===== src/rtl/joypad_dir_ctrl.sv =====
// Four-button direction controller: synchronize, debounce and edge-detect each button,
// arbitrate presses into a direction code, and expose it as a polled read-only register.
module joypad_dir_ctrl #(
  parameter int          DEBOUNCE_CYCLES = 16,
  parameter logic [15:0] IO_ADDR         = 16'hFFFE,
  parameter bit          BLOCK_REVERSE   = 1'b1
) (
  input  logic        clk,
  input  logic        reset,
  input  logic        up,
  input  logic        down,
  input  logic        left,
  input  logic        right,
  input  logic [15:0] mem_addr,
  input  logic        mem_rd,
  output logic [15:0] rd_data,
  output logic        rd_hit,
  output logic [1:0]  dir,
  output logic        dir_valid,
  output logic        irq
);

  typedef enum logic [1:0] {
    DIR_UP    = 2'd0,
    DIR_RIGHT = 2'd1,
    DIR_DOWN  = 2'd2,
    DIR_LEFT  = 2'd3
  } dir_t;

  typedef enum logic {
    IDLE    = 1'b0,
    PENDING = 1'b1
  } state_t;

  localparam logic [7:0] DEB_LAST = 8'(DEBOUNCE_CYCLES - 1);

  // Button vectors are ordered {up, down, left, right}, matching rd_data[5:2].
  logic [3:0] raw;
  logic [3:0] sync1, sync2;
  logic [3:0] deb, deb_prev;
  logic [7:0] cnt [4];
  logic [3:0] rise;

  assign raw  = {up, down, left, right};
  assign rise = deb & ~deb_prev;

  // NOTE: sequential state is written with non-blocking assignments so every flop
  // samples the pre-edge value of its neighbours, independent of statement order.
  always_ff @(posedge clk or negedge reset) begin
    if (!reset) begin
      sync1    <= '0;
      sync2    <= '0;
      deb      <= '0;
      deb_prev <= '0;
      // NOTE: the counter array is small and its reset value is observable
      // (debounce timing after reset), so it is reset like ordinary flops.
      for (int i = 0; i < 4; i++) cnt[i] <= '0;
    end else begin
      sync1    <= raw;
      sync2    <= sync1;
      deb_prev <= deb;
      for (int i = 0; i < 4; i++) begin
        if (sync2[i] == deb[i]) begin
          cnt[i] <= '0;
        end else if (cnt[i] == DEB_LAST) begin
          deb[i] <= sync2[i];
          cnt[i] <= '0;
        end else begin
          cnt[i] <= cnt[i] + 8'd1;
        end
      end
    end
  end

  // Fixed-priority winner: up > down > left > right; losing presses are dropped.
  dir_t win;
  logic any_rise;

  always_comb begin
    // NOTE: every variable gets a default first so no path leaves it unassigned,
    // which would otherwise infer a latch.
    win      = DIR_RIGHT;
    any_rise = |rise;
    if (rise[3])      win = DIR_UP;
    else if (rise[2]) win = DIR_DOWN;
    else if (rise[1]) win = DIR_LEFT;
    else if (rise[0]) win = DIR_RIGHT;
  end

  state_t     state, state_nxt;
  dir_t       dir_q, dir_nxt;
  logic       dir_valid_nxt;
  logic       overrun, overrun_nxt;
  logic       reversal;
  logic       accept;
  logic       io_rd;

  assign io_rd    = mem_rd && (mem_addr == IO_ADDR);
  assign reversal = BLOCK_REVERSE && dir_valid && (win == dir_t'(dir_q ^ 2'd2));
  assign accept   = any_rise && !reversal;

  always_ff @(posedge clk or negedge reset) begin
    if (!reset) begin
      state     <= IDLE;
      dir_q     <= DIR_RIGHT;
      dir_valid <= 1'b0;
      overrun   <= 1'b0;
    end else begin
      state     <= state_nxt;
      dir_q     <= dir_nxt;
      dir_valid <= dir_valid_nxt;
      overrun   <= overrun_nxt;
    end
  end

  always_comb begin
    state_nxt     = state;
    dir_nxt       = dir_q;
    dir_valid_nxt = dir_valid;
    overrun_nxt   = overrun;
    unique case (state)
      IDLE: begin
        if (accept) begin
          state_nxt     = PENDING;
          dir_nxt       = win;
          dir_valid_nxt = 1'b1;
          overrun_nxt   = 1'b0;
        end
      end
      PENDING: begin
        if (accept) begin
          // A read in the same cycle consumes the old event; the new one stays pending.
          dir_nxt       = win;
          dir_valid_nxt = 1'b1;
          overrun_nxt   = !io_rd;
        end else if (io_rd) begin
          state_nxt   = IDLE;
          overrun_nxt = 1'b0;
        end
      end
      default: state_nxt = IDLE;
    endcase
  end

  logic pending;
  assign pending = (state == PENDING);

  // Read register captures the pre-update view; non-matching reads leave it untouched.
  always_ff @(posedge clk or negedge reset) begin
    if (!reset) begin
      rd_data <= '0;
      rd_hit  <= 1'b0;
    end else begin
      rd_hit <= io_rd;
      if (io_rd) rd_data <= {pending, overrun, 8'h00, deb, dir_q};
    end
  end

  assign dir = dir_q;
  assign irq = pending;

endmodule


===== config.mk =====
export PLATFORM = sky130hd
export DESIGN_NAME = joypad_dir_ctrl
export DESIGN_NICKNAME = d
export VERILOG_FILES = /design/src/rtl/joypad_dir_ctrl.sv
export SDC_FILE = /design/constraint.sdc
export NUM_CORES = 1
export LEC_CHECK = 0
export BUFFER_PORTS_ARGS = -buffer_cell sky130_fd_sc_hd__buf_4
export CORE_ASPECT_RATIO = 1.2
export CORE_MARGIN = 2
export CORE_UTILIZATION = 58
export CTS_BUF_LIST = sky130_fd_sc_hd__clkbuf_4 sky130_fd_sc_hd__clkbuf_8
export CTS_CLUSTER_DIAMETER = 80
export DETAILED_ROUTE_END_ITERATION = 10
export PLACE_DENSITY_LB_ADDON = 0.25
export SLEW_MARGIN = 0
export SYNTH_ARGS = -nofsm -noshare
export SYNTH_HDL_FRONTEND = slang
export SYNTH_SLANG_ARGS = --single-unit
export TNS_END_PERCENT = 50

===== constraint.sdc =====
create_clock -name clk -period 1.5 [get_ports clk]
set_input_delay 0.075 -clock clk [delete_from_list [all_inputs] [get_ports clk]]
set_output_delay 0.075 -clock clk [all_outputs]
set_load 0.05 [all_outputs]

# After elaboration in Yosys (flattened, before gate mapping)
# Index checks and enable logic that the tools add are counted.
totals:
  in_bits: 23
  reg_bits: 62
  latchBits: 0
  mem_count: 0
  romBits: 0
  ram_bits: 0
classes:
  n_mul: 0
  n_mux: 21
  n_shift: 0
  bitwise_logic: 8
  order_cmp: 0
  eq_ne: 12
  addsub: 4
  reduce_logical: 11
  n_div: 0
op_table:
  columns: ["cell", "n"]
  rows:
  - ["two-way mux 8 bit", 8]
  - ["adder 8 x 1 -> 8 bit (second input constant)", 4]
  - ["== test 8 x 4 -> 1 bit (second input constant)", 4]
  - ["== test 16 bit (second input constant)", 1]
  - ["AND reduction 2 bit", 5]
  - ["two-way mux 2 bit", 4]
  - ["two-way mux 1 bit", 7]
  - ["inverter 1 bit", 6]
  - ["bitwise AND 4 bit", 1]
  - ["== test 1 bit", 4]
  - ["inverter 4 bit", 1]
  - ["case mux 1 bit (2 select lines)", 2]
  - ["OR reduction 4 bit", 1]
  - ["logical AND 1 bit", 3]
  - ["inequality test 3 x 1 -> 1 bit (second input constant)", 1]
  - ["== test 2 bit", 1]
  - ["zero test 1 bit", 2]
  - ["inequality test 2 bit (second input constant)", 1]

# Depth between registers and ports, before layout
logic_depth:
  ltp_word: 11
  mapped_depth: 5
  mapped_depth_nobuf: 5

# Least setup slack after synthesis
# Ideal clock, no wire load.
synth_timing:
  path_kind: "register to register"
  start: "reg dir_q[0] (netlist: dir[0])"
  end: "reg overrun"
  slack_ns: 0.108
  required_time_ns: 1.421
  path_buffers: 0
  path_stages_with_launch: 5
  setup_ns: 0.079
  arrival_time_ns: 1.312
  period_less_slack_ns: 1.392
  path_cell_list: "dfstp_2 o21ai_0 and3b_1 a21oi_2 mux2i_1"
synth_via:
  elab_chain_len: 6
  word_cells_on_any_way: 9
  cone_classes: "eq/ne (3); mux (2); reduce/logical (4)"
synth_rtl:
  columns: ["element", "line_no", "text"]
  rows:
  - ["start: declaration", "91", "dir_t dir_q, dir_nxt;"]
  - ["start signal: assignment", "110", "dir_q <= dir_nxt;"]
  - ["== test 2 bit (*)", "99", "assign reversal = BLOCK_REVERSE && dir_valid && (win == dir_t'(dir_q ^ 2'd2));"]
  - ["logical AND 1 bit (*)", "99", null]
  - ["zero test 1 bit (*)", "100", "assign accept = any_rise && !reversal;"]
  - ["logical AND 1 bit (*)", "100", null]
  - ["two-way mux 1 bit (tied with other cells)", "131", "if (accept) begin"]
  - ["case mux 1 bit (2 select lines) / AND reduction 2 bit (equally long branches)", null, null]
  - ["end signal: assignment", "112", "overrun <= overrun_nxt;"]
  - ["end: declaration", "93", "logic overrun, overrun_nxt;"]
# Mark *: on every way between the ends. The rest lies on a longest branch, timed or not.
# A chain may end at the register's enable or synchronous reset.

# Final worst setup path
layout_timing:
  start: "reg cnt[16] (netlist bit)"
  end: "reg deb[1]"
layout_via:
  elab_chain_len: 2
layout_rtl:
  columns: ["element", "line_no", "text"]
  rows:
  - ["start: declaration", "41", "logic [7:0] cnt [4];"]
  - ["start signal: indexed assignment", "69", "cnt[i] <= cnt[i] + 8'd1;"]
  - ["== test 8 x 4 -> 1 bit", "65", "end else if (cnt[i] == DEB_LAST) begin"]
  - ["AND reduction 2 bit (no line)", null, null]
  - ["end signal: indexed assignment", "66", "deb[i] <= sync2[i];"]
  - ["end: declaration", "40", "logic [3:0] deb, deb_prev;"]
# Every way passes these cells.

==> flow_summary.json <==
{
  "slowest_stage": "dfrtp_1",
  "first_iter_violations": 95,
  "ys_ff_latch": 62,
  "drc": 0,
  "routed_wirelength_mm": 4.11,
  "clockBufferDepth": 2,
  "setup_viol": 0,
  "crit_fanout": 4,
  "syn_inst": 223,
  "rsz0062_at_grt": "yes",
  "worst_ep_required_time_ns": 1.72,
  "p_per_area_nw_per_um2": 1110,
  "cts_inserted_buffers": 9,
  "startpoint_type": "flop",
  "dp_cells": 318,
  "post-route-min-period_ns": 1.42,
  "hold_viol": 0,
  "cts_sinks": 62,
  "die_w_um": 65.9,
  "clk_pin_slew_ns": 0.06,
  "grt_pass1_wl_mm": 7.34,
  "cts_tree": "built",
  "die_area_um2": 5160,
  "gp_congestion": 0.801,
  "dr_total_vias": 1701,
  "cp_cell_sequence": "ha_1 > and3_1 > nand2_1 > mux2_1",
  "rows": 27,
  "status": "finished, final reports clean",
  "post_synth_num_cell_types": 33,
  "drtPass1Iterations": 4,
  "cp-end-kind": "flop",
  "design_area_um2": 3280,
  "max-vdd-ir-drop_mv": 1.06,
  "hold_path.class": "in -> reg",
  "max_freq_mhz": 704,
  "syn_avg_cell_area_um2": 12.0,
  "n_fill_cell": 337,
  "htreeDepth": 3,
  "track_usage": 0.194,
  "clkLatencyLatePin_ns": 0.34,
  "numPortBuffers": 35,
  "num_io_pins": 44,
  "fin_nets": 303,
  "vias_per_cell": 5.02,
  "ys_seq_area_frac": 0.582,
  "critical_path_class": "reg -> reg",
  "area_growth_syn_to_layout_pct": 22.9,
  "antenna_found_initial": 0,
  "p_leak_nw": 1.63,
  "grt_start_max_net_pins": 33,
  "worstPathArrival_ns": 1.64,
  "core_area_um2": 4490,
  "grt_pass1_vias": 1758,
  "die_h_um": 78.3,
  "initial_core_util": 0.593,
  "grt_overflow_total": 0,
  "fin_tns_setup_ns": 0,
  "place_area_um2": 3000,
  "routedWlPerCell_um": 12.1,
  "slowest_delay_ns": 0.41,
  "finalCritPeriodShare": 0.947,
  "clock_skew_ns": 0.00554,
  "antennaDiodeCount": 0,
  "yosys_warnings": 0,
  "cts-root-buf": "clkbuf_8",
  "fin_cells": 339,
  "antenna_left": 0,
  "syn_area_um2": 2670,
  "cap_violations": 0,
  "layout-drive-gt1-share": 0.249,
  "slew_viol_final": 0,
  "dpl.hpwl_mm": 2.95,
  "postCtsSetupBuffers": 0,
  "timing.hold.ws_ns": 0.0249
}
metrics by stage:
step	total power [mW]	worst slack, ns	util
final	3.64	0.0793	0.730
after global routing	3.79	-0.00618	0.730
after CTS	3.69	0.0700	0.729
after detailed placement	2.05	0.0802	0.668
after global placement	2.04	0.146	0.668
after floorplan	1.95	0.108	-
critical path, delay by kind of cell (launching register included):
family	cells	cell delay, ns
AND/OR/NAND/NOR	2	0.32
flip-flops	1	0.41
adder cells (fa/ha/maj)	1	0.24
multiplexers	1	0.32
cell usage in the layout, fill, tap and decap left out, types with 2 or more instances in the layout:
master / n
o21ai_0: 3
nor4_1: 4
and3_1: 10
inv_1: 5
nand2b_1: 4
o21ai_1: 3
clkinv_2: 2
clkbuf_8: 10
nand4_1: 3
nand3_1: 12
xnor2_1: 13
buf_4: 37
xor2_1: 17
clkbuf_4: 2
nor2_1: 32
or2_1: 4
conb_1: 8
dfrtp_1: 61
nand2_1: 13
mux2_4: 6
dlygate4sd3_1: 5
and2b_4: 2
bufinv_16: 2
mux2_1: 4
ha_1: 4
power by group:
group          leakage [nW]  internal (mW)  switching (mW)
Sequential            0.834           1.72          0.0383
Clock                 0.117           1.01           0.598
Combinational         0.682          0.103           0.167
logic make-up after synthesis:
group | Yosys count | synth area share
mux | 11 | 0.0544
xor+xnor | 30 | 0.0985
simple gates | 92 | 0.183
other cells | 1 | 0.00141
flops | 62 | 0.582
fa+ha+maj | 4 | 0.0188
buf+inv | 13 | 0.0296
compound gates | 10 | 0.0319
flip-flops by register name, summed over array words and instances (netlist names):
signal     flops
cnt           32
rd_data        8
deb            4
deb_prev       4
sync1          4
sync2          4
dir            2
dir_valid      1
irq            1
overrun        1
rd_hit         1
Yosys cell counts:
master      n  share of area
and3b_1     1         0.0033
mux2_4      6          0.034
nand2b_1    5          0.012
a211oi_1    1         0.0028
and2b_1     1         0.0028
nand3_4     1         0.0066
o21ai_0     3         0.0056
nor3_1      1         0.0019
or2_1       4         0.0094
conb_1      1         0.0014
dfstp_2     1         0.0099
nand3_1    12          0.023
nor4_1      4         0.0094
a21oi_2     1         0.0033
nand2_1    13          0.018
buf_4       8          0.023
and2_1      1         0.0023
o21bai_2    1         0.0042
ha_1        4          0.019
o21ai_1     3         0.0056
nor2_1     32          0.045
dfrtp_1    61           0.57
xor2_1     17          0.056
nand4_1     3         0.0070
mux2i_1     1         0.0038
xnor2_1    13          0.043
mux2_1      4          0.017
and3_1     10          0.023
nor3b_4     1         0.0070
nand4_2     1         0.0047
and2b_4     2         0.0075
inv_1       5         0.0070
a2111oi_4   1          0.010
what timing repair did:
| action | 4_1_cts | 5_1_grt |
|---|---|---|
| setup endpoints to repair | 0 | 2 |
| endpoints found under the hold margin | 34 | 0 |
| hold buffers | 5 | 0 |
| gates resized for setup | 0 | 1 |
area by class of cell:
cell class / instances / area, um2 / share of cell area
Timing Repair Buffer: 43 / 348 / 0.106
Multi-Input combinational cell: 155 / 1060 / 0.324
Tap cell: 58 / 72.6 / 0.0221
Clock inverter: 4 / 70.1 / 0.0214
Clock buffer: 12 / 153 / 0.0466
Inverter: 5 / 18.8 / 0.00573
Sequential cell: 62 / 1550 / 0.474
routing by layer:
metal	vias up	global-route usage	routed length (um)
met5	-	0	0
met4	0	0.0813	80
met2	29	0.309	1980
li1	838	-	-
met1	827	0.228	1860
met3	7	0.0817	183
worst paths after layout:
kind                                          from                 endpoint  slack (ns)  depth (start not counted)
worst min register to register  sync1[0]$_DFF_PN0_       sync2[0]$_DFF_PN0_        0.35                          0
max in group asynchronous                    reset       dir[0]$_DFFE_PN1P_        0.74                          3
worst max-delay path             cnt[16]$_DFF_PN0_       deb[1]$_DFFE_PN0P_        0.08                          4
worst min-delay path                  mem_addr[13]  rd_data[15]$_DFFE_PN0N_        0.02                          3
worst max register to register   cnt[16]$_DFF_PN0_       deb[1]$_DFFE_PN0P_        0.08                          4
min in group asynchronous                    reset  rd_data[14]$_DFFE_PN0N_        0.20                          2
Note: power is estimated with default switching activity, not from simulation.
